[config.mk]
export PLATFORM = sky130hd
export DESIGN_NAME = lc3_regfile_sb_flat
export DESIGN_NICKNAME = d
export VERILOG_FILES = /design/src/rtl/lc3_regfile_sb_if.sv /design/src/rtl/lc3_regfile_sb.sv /design/src/flat_wrapper.sv
export SDC_FILE = /design/constraint.sdc
export NUM_CORES = 1
export LEC_CHECK = 0
export CORE_MARGIN = 4
export CORE_UTILIZATION = 36
export CTS_BUF_LIST = sky130_fd_sc_hd__clkbuf_4
export DETAILED_ROUTE_END_ITERATION = 16
export SKIP_LAST_GASP = 1
export SLEW_MARGIN = 15
export SYNTH_ARGS = -nofsm -noshare
export SYNTH_HDL_FRONTEND = slang
export SYNTH_SLANG_ARGS = --single-unit
[constraint.sdc]
create_clock -name CLK -period 17.5 [get_ports CLK]
set_clock_uncertainty 0.2 [all_clocks]
set_input_delay 4.375 -clock CLK [delete_from_list [all_inputs] [get_ports CLK]]
set_output_delay 4.375 -clock CLK [all_outputs]
set_load 0.02 [all_outputs]
[src/rtl/lc3_regfile_sb_if.sv]
// Decode / write-back bundle for the lc3_regfile_sb scoreboarded register file.
// master = decode + write-back source, slave = register file.
interface lc3_regfile_sb_if #(
    parameter int WIDTH  = 16,
    parameter int ADDR_W = 3
);
    localparam int NUM_REGS = 2 ** ADDR_W;

    logic [WIDTH-1:0]    IR;
    logic                ISSUE;
    logic                ISSUE_WR;
    logic                USE_RS2;
    logic                WB_VALID;
    logic                WB_SEL;
    logic [ADDR_W-1:0]   WB_ADDR;
    logic [WIDTH-1:0]    Y;
    logic [WIDTH-1:0]    DATA;
    logic [WIDTH-1:0]    RS1_DATA;
    logic [WIDTH-1:0]    RS2_DATA;
    logic                RS1_BUSY;
    logic                RS2_BUSY;
    logic                STALL;
    logic [NUM_REGS-1:0] PENDING;
    logic                WB_ERR;

    modport master (
        output IR, ISSUE, ISSUE_WR, USE_RS2, WB_VALID, WB_SEL, WB_ADDR, Y, DATA,
        input  RS1_DATA, RS2_DATA, RS1_BUSY, RS2_BUSY, STALL, PENDING, WB_ERR
    );

    modport slave (
        input  IR, ISSUE, ISSUE_WR, USE_RS2, WB_VALID, WB_SEL, WB_ADDR, Y, DATA,
        output RS1_DATA, RS2_DATA, RS1_BUSY, RS2_BUSY, STALL, PENDING, WB_ERR
    );
endinterface

[src/rtl/lc3_regfile_sb.sv]
// 2R/1W register file with registered write-back stage and per-register pending-write scoreboard.
// Optional read bypass from the write-back stage: define REGFILE_BYPASS_EN.
module lc3_regfile_sb #(
    parameter int WIDTH   = 16,
    parameter int ADDR_W  = 3,
    parameter int RD_LSB  = 9,
    parameter int RS1_LSB = 6,
    parameter int RS2_LSB = 0
) (
    input logic             CLK,
    input logic             RST,
    lc3_regfile_sb_if.slave bus
);
    localparam int NUM_REGS = 2 ** ADDR_W;

    logic [WIDTH-1:0]    regs_r [NUM_REGS];
    logic [1:0]          cnt_r  [NUM_REGS];
    logic                wb_v_r;
    logic [ADDR_W-1:0]   wb_a_r;
    logic [WIDTH-1:0]    wb_d_r;
    logic                wb_err_r;

    logic [ADDR_W-1:0]   rd_s;
    logic [ADDR_W-1:0]   rs1_s;
    logic [ADDR_W-1:0]   rs2_s;
    logic [WIDTH-1:0]    rs1_data_s;
    logic [WIDTH-1:0]    rs2_data_s;
    logic                rs1_busy_s;
    logic                rs2_busy_raw_s;
    logic                rs2_busy_s;
    logic                stall_s;
    logic                accept_s;
    logic [NUM_REGS-1:0] inc_s;
    logic [NUM_REGS-1:0] dec_s;
    logic [NUM_REGS-1:0] pending_s;

    assign rd_s  = bus.IR[RD_LSB  +: ADDR_W];
    assign rs1_s = bus.IR[RS1_LSB +: ADDR_W];
    assign rs2_s = bus.IR[RS2_LSB +: ADDR_W];

`ifdef REGFILE_BYPASS_EN
    logic hit1_s;
    logic hit2_s;

    // A source committing this edge is served from wb_d and its last pending write counts as resolved
    assign hit1_s         = wb_v_r && (wb_a_r == rs1_s);
    assign hit2_s         = wb_v_r && (wb_a_r == rs2_s);
    assign rs1_data_s     = hit1_s ? wb_d_r : regs_r[rs1_s];
    assign rs2_data_s     = hit2_s ? wb_d_r : regs_r[rs2_s];
    assign rs1_busy_s     = (cnt_r[rs1_s] > 2'd1) || ((cnt_r[rs1_s] == 2'd1) && !hit1_s);
    assign rs2_busy_raw_s = (cnt_r[rs2_s] > 2'd1) || ((cnt_r[rs2_s] == 2'd1) && !hit2_s);
`else
    assign rs1_data_s     = regs_r[rs1_s];
    assign rs2_data_s     = regs_r[rs2_s];
    assign rs1_busy_s     = (cnt_r[rs1_s] != 2'd0);
    assign rs2_busy_raw_s = (cnt_r[rs2_s] != 2'd0);
`endif

    assign rs2_busy_s = rs2_busy_raw_s && bus.USE_RS2;
    assign stall_s    = bus.ISSUE && (rs1_busy_s || rs2_busy_s ||
                                      (bus.ISSUE_WR && (cnt_r[rd_s] == 2'd3)));
    assign accept_s   = bus.ISSUE && !stall_s && bus.ISSUE_WR;

    // Per-register increment/decrement requests and pending flags
    always_comb begin
        for (int i = 0; i < NUM_REGS; i++) begin
            inc_s[i]     = accept_s && (rd_s == ADDR_W'(i));
            dec_s[i]     = wb_v_r && (wb_a_r == ADDR_W'(i));
            pending_s[i] = (cnt_r[i] != 2'd0);
        end
    end

    // Write-back capture stage
    always_ff @(posedge CLK or posedge RST) begin
        if (RST) begin
            wb_v_r <= 1'b0;
            wb_a_r <= '0;
            wb_d_r <= '0;
        end else begin
            wb_v_r <= bus.WB_VALID;
            wb_a_r <= bus.WB_ADDR;
            wb_d_r <= bus.WB_SEL ? bus.DATA : bus.Y;
        end
    end

    // Register array commit
    always_ff @(posedge CLK or posedge RST) begin
        if (RST) begin
            for (int i = 0; i < NUM_REGS; i++) begin
                regs_r[i] <= '0;
            end
        end else if (wb_v_r) begin
            regs_r[wb_a_r] <= wb_d_r;
        end else begin
            regs_r[wb_a_r] <= regs_r[wb_a_r];
        end
    end

    // Scoreboard counts: issue and commit on the same register cancel out
    always_ff @(posedge CLK or posedge RST) begin
        if (RST) begin
            for (int i = 0; i < NUM_REGS; i++) begin
                cnt_r[i] <= 2'd0;
            end
        end else begin
            for (int i = 0; i < NUM_REGS; i++) begin
                if (inc_s[i] && !dec_s[i]) begin
                    cnt_r[i] <= cnt_r[i] + 2'd1;
                end else if (dec_s[i] && !inc_s[i] && (cnt_r[i] != 2'd0)) begin
                    cnt_r[i] <= cnt_r[i] - 2'd1;
                end else begin
                    cnt_r[i] <= cnt_r[i];
                end
            end
        end
    end

    // Sticky flag for a commit that had no matching pending write
    always_ff @(posedge CLK or posedge RST) begin
        if (RST) begin
            wb_err_r <= 1'b0;
        end else if (wb_v_r && (cnt_r[wb_a_r] == 2'd0)) begin
            wb_err_r <= 1'b1;
        end else begin
            wb_err_r <= wb_err_r;
        end
    end

    assign bus.RS1_DATA = rs1_data_s;
    assign bus.RS2_DATA = rs2_data_s;
    assign bus.RS1_BUSY = rs1_busy_s;
    assign bus.RS2_BUSY = rs2_busy_s;
    assign bus.STALL    = stall_s;
    assign bus.PENDING  = pending_s;
    assign bus.WB_ERR   = wb_err_r;
endmodule
[src/flat_wrapper.sv]
// flat-port wrapper written by rule: the top's interface ports become plain ports
module lc3_regfile_sb_flat 
#(
    parameter int WIDTH   = 16,
    parameter int ADDR_W  = 3,
    parameter int RD_LSB  = 9,
    parameter int RS1_LSB = 6,
    parameter int RS2_LSB = 0
)
  (CLK, RST, bus_IR, bus_ISSUE, bus_ISSUE_WR, bus_USE_RS2, bus_WB_VALID, bus_WB_SEL, bus_WB_ADDR, bus_Y, bus_DATA, bus_RS1_DATA, bus_RS2_DATA, bus_RS1_BUSY, bus_RS2_BUSY, bus_STALL, bus_PENDING, bus_WB_ERR);
  lc3_regfile_sb_if #(.WIDTH(WIDTH), .ADDR_W(ADDR_W)) bus_i ();
  input logic CLK;
  input logic RST;
  input wire logic [$bits(bus_i.IR)-1:0] bus_IR;
  input wire logic [$bits(bus_i.ISSUE)-1:0] bus_ISSUE;
  input wire logic [$bits(bus_i.ISSUE_WR)-1:0] bus_ISSUE_WR;
  input wire logic [$bits(bus_i.USE_RS2)-1:0] bus_USE_RS2;
  input wire logic [$bits(bus_i.WB_VALID)-1:0] bus_WB_VALID;
  input wire logic [$bits(bus_i.WB_SEL)-1:0] bus_WB_SEL;
  input wire logic [$bits(bus_i.WB_ADDR)-1:0] bus_WB_ADDR;
  input wire logic [$bits(bus_i.Y)-1:0] bus_Y;
  input wire logic [$bits(bus_i.DATA)-1:0] bus_DATA;
  output wire logic [$bits(bus_i.RS1_DATA)-1:0] bus_RS1_DATA;
  output wire logic [$bits(bus_i.RS2_DATA)-1:0] bus_RS2_DATA;
  output wire logic [$bits(bus_i.RS1_BUSY)-1:0] bus_RS1_BUSY;
  output wire logic [$bits(bus_i.RS2_BUSY)-1:0] bus_RS2_BUSY;
  output wire logic [$bits(bus_i.STALL)-1:0] bus_STALL;
  output wire logic [$bits(bus_i.PENDING)-1:0] bus_PENDING;
  output wire logic [$bits(bus_i.WB_ERR)-1:0] bus_WB_ERR;
  assign bus_i.IR = bus_IR;
  assign bus_i.ISSUE = bus_ISSUE;
  assign bus_i.ISSUE_WR = bus_ISSUE_WR;
  assign bus_i.USE_RS2 = bus_USE_RS2;
  assign bus_i.WB_VALID = bus_WB_VALID;
  assign bus_i.WB_SEL = bus_WB_SEL;
  assign bus_i.WB_ADDR = bus_WB_ADDR;
  assign bus_i.Y = bus_Y;
  assign bus_i.DATA = bus_DATA;
  assign bus_RS1_DATA = bus_i.RS1_DATA;
  assign bus_RS2_DATA = bus_i.RS2_DATA;
  assign bus_RS1_BUSY = bus_i.RS1_BUSY;
  assign bus_RS2_BUSY = bus_i.RS2_BUSY;
  assign bus_STALL = bus_i.STALL;
  assign bus_PENDING = bus_i.PENDING;
  assign bus_WB_ERR = bus_i.WB_ERR;
  lc3_regfile_sb #(.WIDTH(WIDTH), .ADDR_W(ADDR_W), .RD_LSB(RD_LSB), .RS1_LSB(RS1_LSB), .RS2_LSB(RS2_LSB)) u_core (.CLK(CLK), .RST(RST), .bus(bus_i));
endmodule
==> report_table.html <==
<table>
<tr><th>Metric</th><th>Value</th></tr>
<tr><th colspan="2">Outcome</th></tr>
<tr><td>Status</td><td>finished clean</td></tr>
<tr><th colspan="2">Detailed routing</th></tr>
<tr><td>Final routed wirelength across all metal layers</td><td>24.84 mm</td></tr>
<tr><td>Count of unresolved DRC violations after routing</td><td>0</td></tr>
<tr><td>Number of DRC violations after detailed-routing iteration 0</td><td>590</td></tr>
<tr><td>DR top layer</td><td>met4</td></tr>
<tr><td>WL per Instance</td><td>19.78 um</td></tr>
<tr><td>Drt pass-1 iters</td><td>5</td></tr>
<tr><td>Count of nets left with antenna violations after detail routing</td><td>0</td></tr>
<tr><td>Routed metal-1 wirelength</td><td>11.49 mm</td></tr>
<tr><td>Number of vias per cell</td><td>5.563</td></tr>
<tr><td>Via total after detailed routing</td><td>6987</td></tr>
<tr><td>Met3 wire len</td><td>1.202 mm</td></tr>
<tr><td>Total met2 wirelength after detailed routing</td><td>11.92 mm</td></tr>
<tr><th colspan="2">Critical path</th></tr>
<tr><td>CP Depth</td><td>7</td></tr>
<tr><td>Worst path top cell family by delay</td><td>buffers and inverters</td></tr>
<tr><td>Number of buffers and inverters on the critical path</td><td>2</td></tr>
<tr><td>Crit path DAT</td><td>7.37 ns</td></tr>
<tr><td>Top fanout value on the critical path</td><td>39</td></tr>
<tr><td>FF-to-FF path depth</td><td>6</td></tr>
<tr><td>FF-to-FF setup slack</td><td>14.64 ns</td></tr>
<tr><td>Crit-path max cell delay</td><td>0.82 ns</td></tr>
<tr><td>FF-to-FF Start</td><td>u_core.wb_a_r[0]$_DFF_PP0_</td></tr>
<tr><td>Endpoint of the most critical register-to-register path</td><td>u_core.regs_r[88]$_DFFE_PP0P_</td></tr>
<tr><td>Endpoint class of the critical path</td><td>output port</td></tr>
<tr><td>Highest-delay cell along the critical path</td><td>sky130_fd_sc_hd__buf_2</td></tr>
<tr><td>Data required, critical path</td><td>12.93 ns</td></tr>
<tr><td>Critical Path Start Type</td><td>input pin</td></tr>
<tr><td>Critical Path, Cell by Cell</td><td>buf_2 -&gt; nor4b_1 -&gt; a311oi_1 -&gt; a22o_1 -&gt; nor2_1 -&gt; a21boi_0 -&gt; clkdlybuf4s50_1</td></tr>
<tr><td>Critical path start-end classification</td><td>input pin to output port</td></tr>
<tr><th colspan="2">Timing</th></tr>
<tr><td>Count of endpoints failing setup in the final report</td><td>0</td></tr>
<tr><td>Max Clk Rate</td><td>83.71 MHz</td></tr>
<tr><td>WHS</td><td>0.3041 ns</td></tr>
<tr><td>Number of pins exceeding their max-slew limit in the final report</td><td>0</td></tr>
<tr><td>Fin crit share</td><td>0.6826</td></tr>
<tr><td>RSZ-0062 raised after global routing</td><td>no</td></tr>
<tr><td>Setup TNS Final</td><td>0 ns</td></tr>
<tr><td>Worst slew pin tran</td><td>1.120 ns</td></tr>
<tr><td>Number of hold-slack violations in the final timing report</td><td>0</td></tr>
<tr><td>Headroom to the max-slew limit</td><td>0.2532</td></tr>
<tr><td>Tmin final</td><td>11.95 ns</td></tr>
<tr><th colspan="2">Floorplan</th></tr>
<tr><td>Count of pins on the block boundary</td><td>102</td></tr>
<tr><td>Die area</td><td>29750 um2</td></tr>
<tr><td>Std-Cell Rows</td><td>59</td></tr>
<tr><td>Die Width</td><td>172.5 um</td></tr>
<tr><td>Height of the chip</td><td>172.5 um</td></tr>
<tr><td>Area of the core</td><td>26350 um2</td></tr>
<tr><td>Effective utilization at floorplan</td><td>0.3695</td></tr>
<tr><th colspan="2">Placement</th></tr>
<tr><td>Routability-driven placement congestion ratio</td><td>0.7508</td></tr>
<tr><td>IO Port Bufs</td><td>94</td></tr>
<tr><td>Placed standard-cell area</td><td>10890 um2</td></tr>
<tr><td>DP HPWL</td><td>15.23 mm</td></tr>
<tr><th colspan="2">Logic synthesis</th></tr>
<tr><td>Yosys warning total</td><td>0</td></tr>
<tr><td>Count leader, synth</td><td>sky130_fd_sc_hd__dfrtp_1</td></tr>
<tr><td>Ys async rst share</td><td>1.000</td></tr>
<tr><td>Number of nets produced by synthesis</td><td>909</td></tr>
<tr><td>Part of the Yosys area used for sequential elements</td><td>0.4240</td></tr>
<tr><td>Top cells by area, synth</td><td>sky130_fd_sc_hd__dfrtp_1, sky130_fd_sc_hd__mux4_2, sky130_fd_sc_hd__o21ai_0, sky130_fd_sc_hd__mux2_2, sky130_fd_sc_hd__nand2_1</td></tr>
<tr><td>Combined area of all synthesized cells</td><td>9738 um2</td></tr>
<tr><td>Average footprint of a synthesized cell</td><td>11.44 um2</td></tr>
<tr><td>Number of different library cells in the post-synthesis netlist</td><td>56</td></tr>
<tr><td>Number of synthesized register bits</td><td>165</td></tr>
<tr><td>Cell accounting for the most synthesized area</td><td>sky130_fd_sc_hd__dfrtp_1</td></tr>
<tr><td>Cell count after synthesis</td><td>851</td></tr>
<tr><td>Primary flip-flop cell chosen by synthesis mapping</td><td>sky130_fd_sc_hd__dfrtp_1</td></tr>
<tr><td>Yosys top cell area share</td><td>0.4240</td></tr>
<tr><td>Number of flops mapped to enable cells by yosys</td><td>0</td></tr>
<tr><td>Commonest cells in the netlist</td><td>sky130_fd_sc_hd__dfrtp_1, sky130_fd_sc_hd__o21ai_0, sky130_fd_sc_hd__nand2_1</td></tr>
<tr><th colspan="2">Layout</th></tr>
<tr><td>Growth of design area from synthesis to finish</td><td>14.74%</td></tr>
<tr><td>Share of layout cells above drive strength 1</td><td>0.2337</td></tr>
<tr><td>Count of fill cells added during filler insertion</td><td>2551</td></tr>
<tr><td>Summed area of non-filler cells in the final layout</td><td>11170 um2</td></tr>
<tr><td>Number of nets in the layout</td><td>965</td></tr>
<tr><th colspan="2">Clock tree</th></tr>
<tr><td>Post-CTS sizing</td><td>0</td></tr>
<tr><td>Clock latency reported for the late side of the worst-skew pair</td><td>0.57 ns</td></tr>
<tr><td>Number of buffers inserted during clock tree synthesis</td><td>17</td></tr>
<tr><td>Number of clock sinks seen by CTS</td><td>165</td></tr>
<tr><td>Clock tree from TritonCTS</td><td>built</td></tr>
<tr><td>Htree depth</td><td>4</td></tr>
<tr><td>Setup fix buffers added after clock tree synthesis</td><td>0</td></tr>
<tr><td>Clock slew seen by the registers of the worst setup and hold paths</td><td>0.12 ns</td></tr>
<tr><td>CTS Root Buffer Type</td><td>sky130_fd_sc_hd__clkbuf_4</td></tr>
<tr><td>Number of buffers between clock root and the deepest sink</td><td>2</td></tr>
<tr><td>Hold Buf Count CTS</td><td>0</td></tr>
<tr><th colspan="2">Flow run</th></tr>
<tr><td>Max Cap Violations</td><td>0</td></tr>
<tr><th colspan="2">Power</th></tr>
<tr><td>Leakage power total</td><td>4.509 nW</td></tr>
<tr><td>Power density normalized to cell area</td><td>104.0 nW/um2</td></tr>
<tr><td>Peak supply drop</td><td>48.69 uV</td></tr>
<tr><th colspan="2">GRT</th></tr>
<tr><td>Initial antenna violation count</td><td>1</td></tr>
<tr><td>First-pass GRT wire length</td><td>39.25 mm</td></tr>
<tr><td>Vias in the first global route</td><td>7013</td></tr>
<tr><td>Largest net degree at the start of global routing</td><td>96</td></tr>
<tr><td>Overall overflow remaining after global route</td><td>0</td></tr>
<tr><td>GRT Resource Usage Total</td><td>0.1724</td></tr>
<tr><th colspan="2">Min path</th></tr>
<tr><td>Worst-case hold path end point</td><td>u_core.bus.WB_ERR$_DFFE_PP0P_</td></tr>
<tr><td>Class of the tightest hold or removal check</td><td>register to register</td></tr>
<tr><td>Hold path cells</td><td>1</td></tr>
<tr><td>Start point of the worst hold path</td><td>u_core.bus.WB_ERR$_DFFE_PP0P_</td></tr>
</table>
## kinds of logic (layout without fill, tap and decap cells)
| logic type | count (synthesis) | count (layout) | share of synthesized area |
|---|---|---|---|
| buf+inv | 90 | 159 | 0.03906 |
| xor+xnor | 5 | 5 | 0.004497 |
| simple gates | 226 | 226 | 0.1119 |
| flops | 165 | 165 | 0.4240 |
| compound gates | 194 | 194 | 0.1087 |
| mux | 171 | 171 | 0.3118 |
| other cells | 0 | 1 | 0 |
## per-stage QoR
step,worst slack [ns],power (mW),instances,util
floorplan,6.870,0.8060,851,-
global placement,5.568,0.9325,1223,0.4132
detailed placement,5.571,0.9435,1223,0.4132
CTS,5.576,1.173,1255,0.4239
global route,5.309,1.237,1256,0.4240
finish,5.554,1.161,1256,0.4240
## cells in the final DEF, fill, tap and decap left out, types with 3 or more instances in the layout
cell,n
sky130_fd_sc_hd__nand3b_1,5
sky130_fd_sc_hd__mux4_2,100
sky130_fd_sc_hd__dfrtp_1,163
sky130_fd_sc_hd__a21o_1,4
sky130_fd_sc_hd__a21oi_1,25
sky130_fd_sc_hd__nor2_1,30
sky130_fd_sc_hd__clkdlybuf4s50_1,90
sky130_fd_sc_hd__inv_1,16
sky130_fd_sc_hd__nor4b_1,4
sky130_fd_sc_hd__mux2_2,49
sky130_fd_sc_hd__nand2_1,140
sky130_fd_sc_hd__mux2i_1,21
sky130_fd_sc_hd__a2bb2oi_1,3
sky130_fd_sc_hd__xnor2_1,5
sky130_fd_sc_hd__buf_4,16
sky130_fd_sc_hd__inv_6,4
sky130_fd_sc_hd__nor3b_1,6
sky130_fd_sc_hd__buf_2,4
sky130_fd_sc_hd__or3_1,3
sky130_fd_sc_hd__o21ai_0,142
sky130_fd_sc_hd__nand3_1,9
sky130_fd_sc_hd__a311oi_1,5
sky130_fd_sc_hd__nor3_1,4
sky130_fd_sc_hd__clkbuf_4,21
## flip-flops by register name, indices dropped and copies added, names as in the netlist
register / flops
u_core.bus.WB_ERR: 1
u_core.regs_r: 128
u_core.cnt_r: 16
u_core.wb_d_r: 16
u_core.wb_a_r: 3
u_core.wb_v_r: 1
## worst register-to-register path, delay by kind of cell, from the launching register on
family                 cells  cell delay [ns]
multiplexers               2             0.79
buffers and inverters      1             0.66
AO/OA/AOI/OAI              2             0.66
flip-flops                 1             0.37
AND/OR/NAND/NOR            1             0.05
## where the power goes
part | total, mW | switching, mW | internal, mW
registers | 0.537 | 0.0794 | 0.457
logic | 0.396 | 0.185 | 0.211
clock network | 0.229 | 0.137 | 0.0918
total | 1.16 | 0.401 | 0.760
## worst max path at each step
stage | start | to
floorplan | bus_IR[6] | bus_STALL
global placement | bus_IR[1] | bus_STALL
detailed placement | bus_IR[1] | bus_STALL
CTS | bus_IR[1] | bus_STALL
global route | bus_IR[1] | bus_STALL
finish | bus_IR[1] | bus_STALL
## layer usage
layer  vias up  global-route usage
met5         -                   0
met4         0             0.03383
met3        14             0.02995
met2       171              0.2801
met1      3539              0.2462
li1       3263                   -
## cell type report
class,count,area (um2),share of cell area
Antenna cell,1,2.502,0.0002240
Clock buffer,21,157.7,0.01411
Tap cell,335,419.2,0.03751
Inverter,17,68.82,0.006159
Sequential cell,165,4131,0.3698
Multi-Input combinational cell,596,5229,0.4680
Timing Repair Buffer,110,1041,0.09317
Clock inverter,11,123.9,0.01109
No activity file was read; power rests on OpenSTA's default activity.
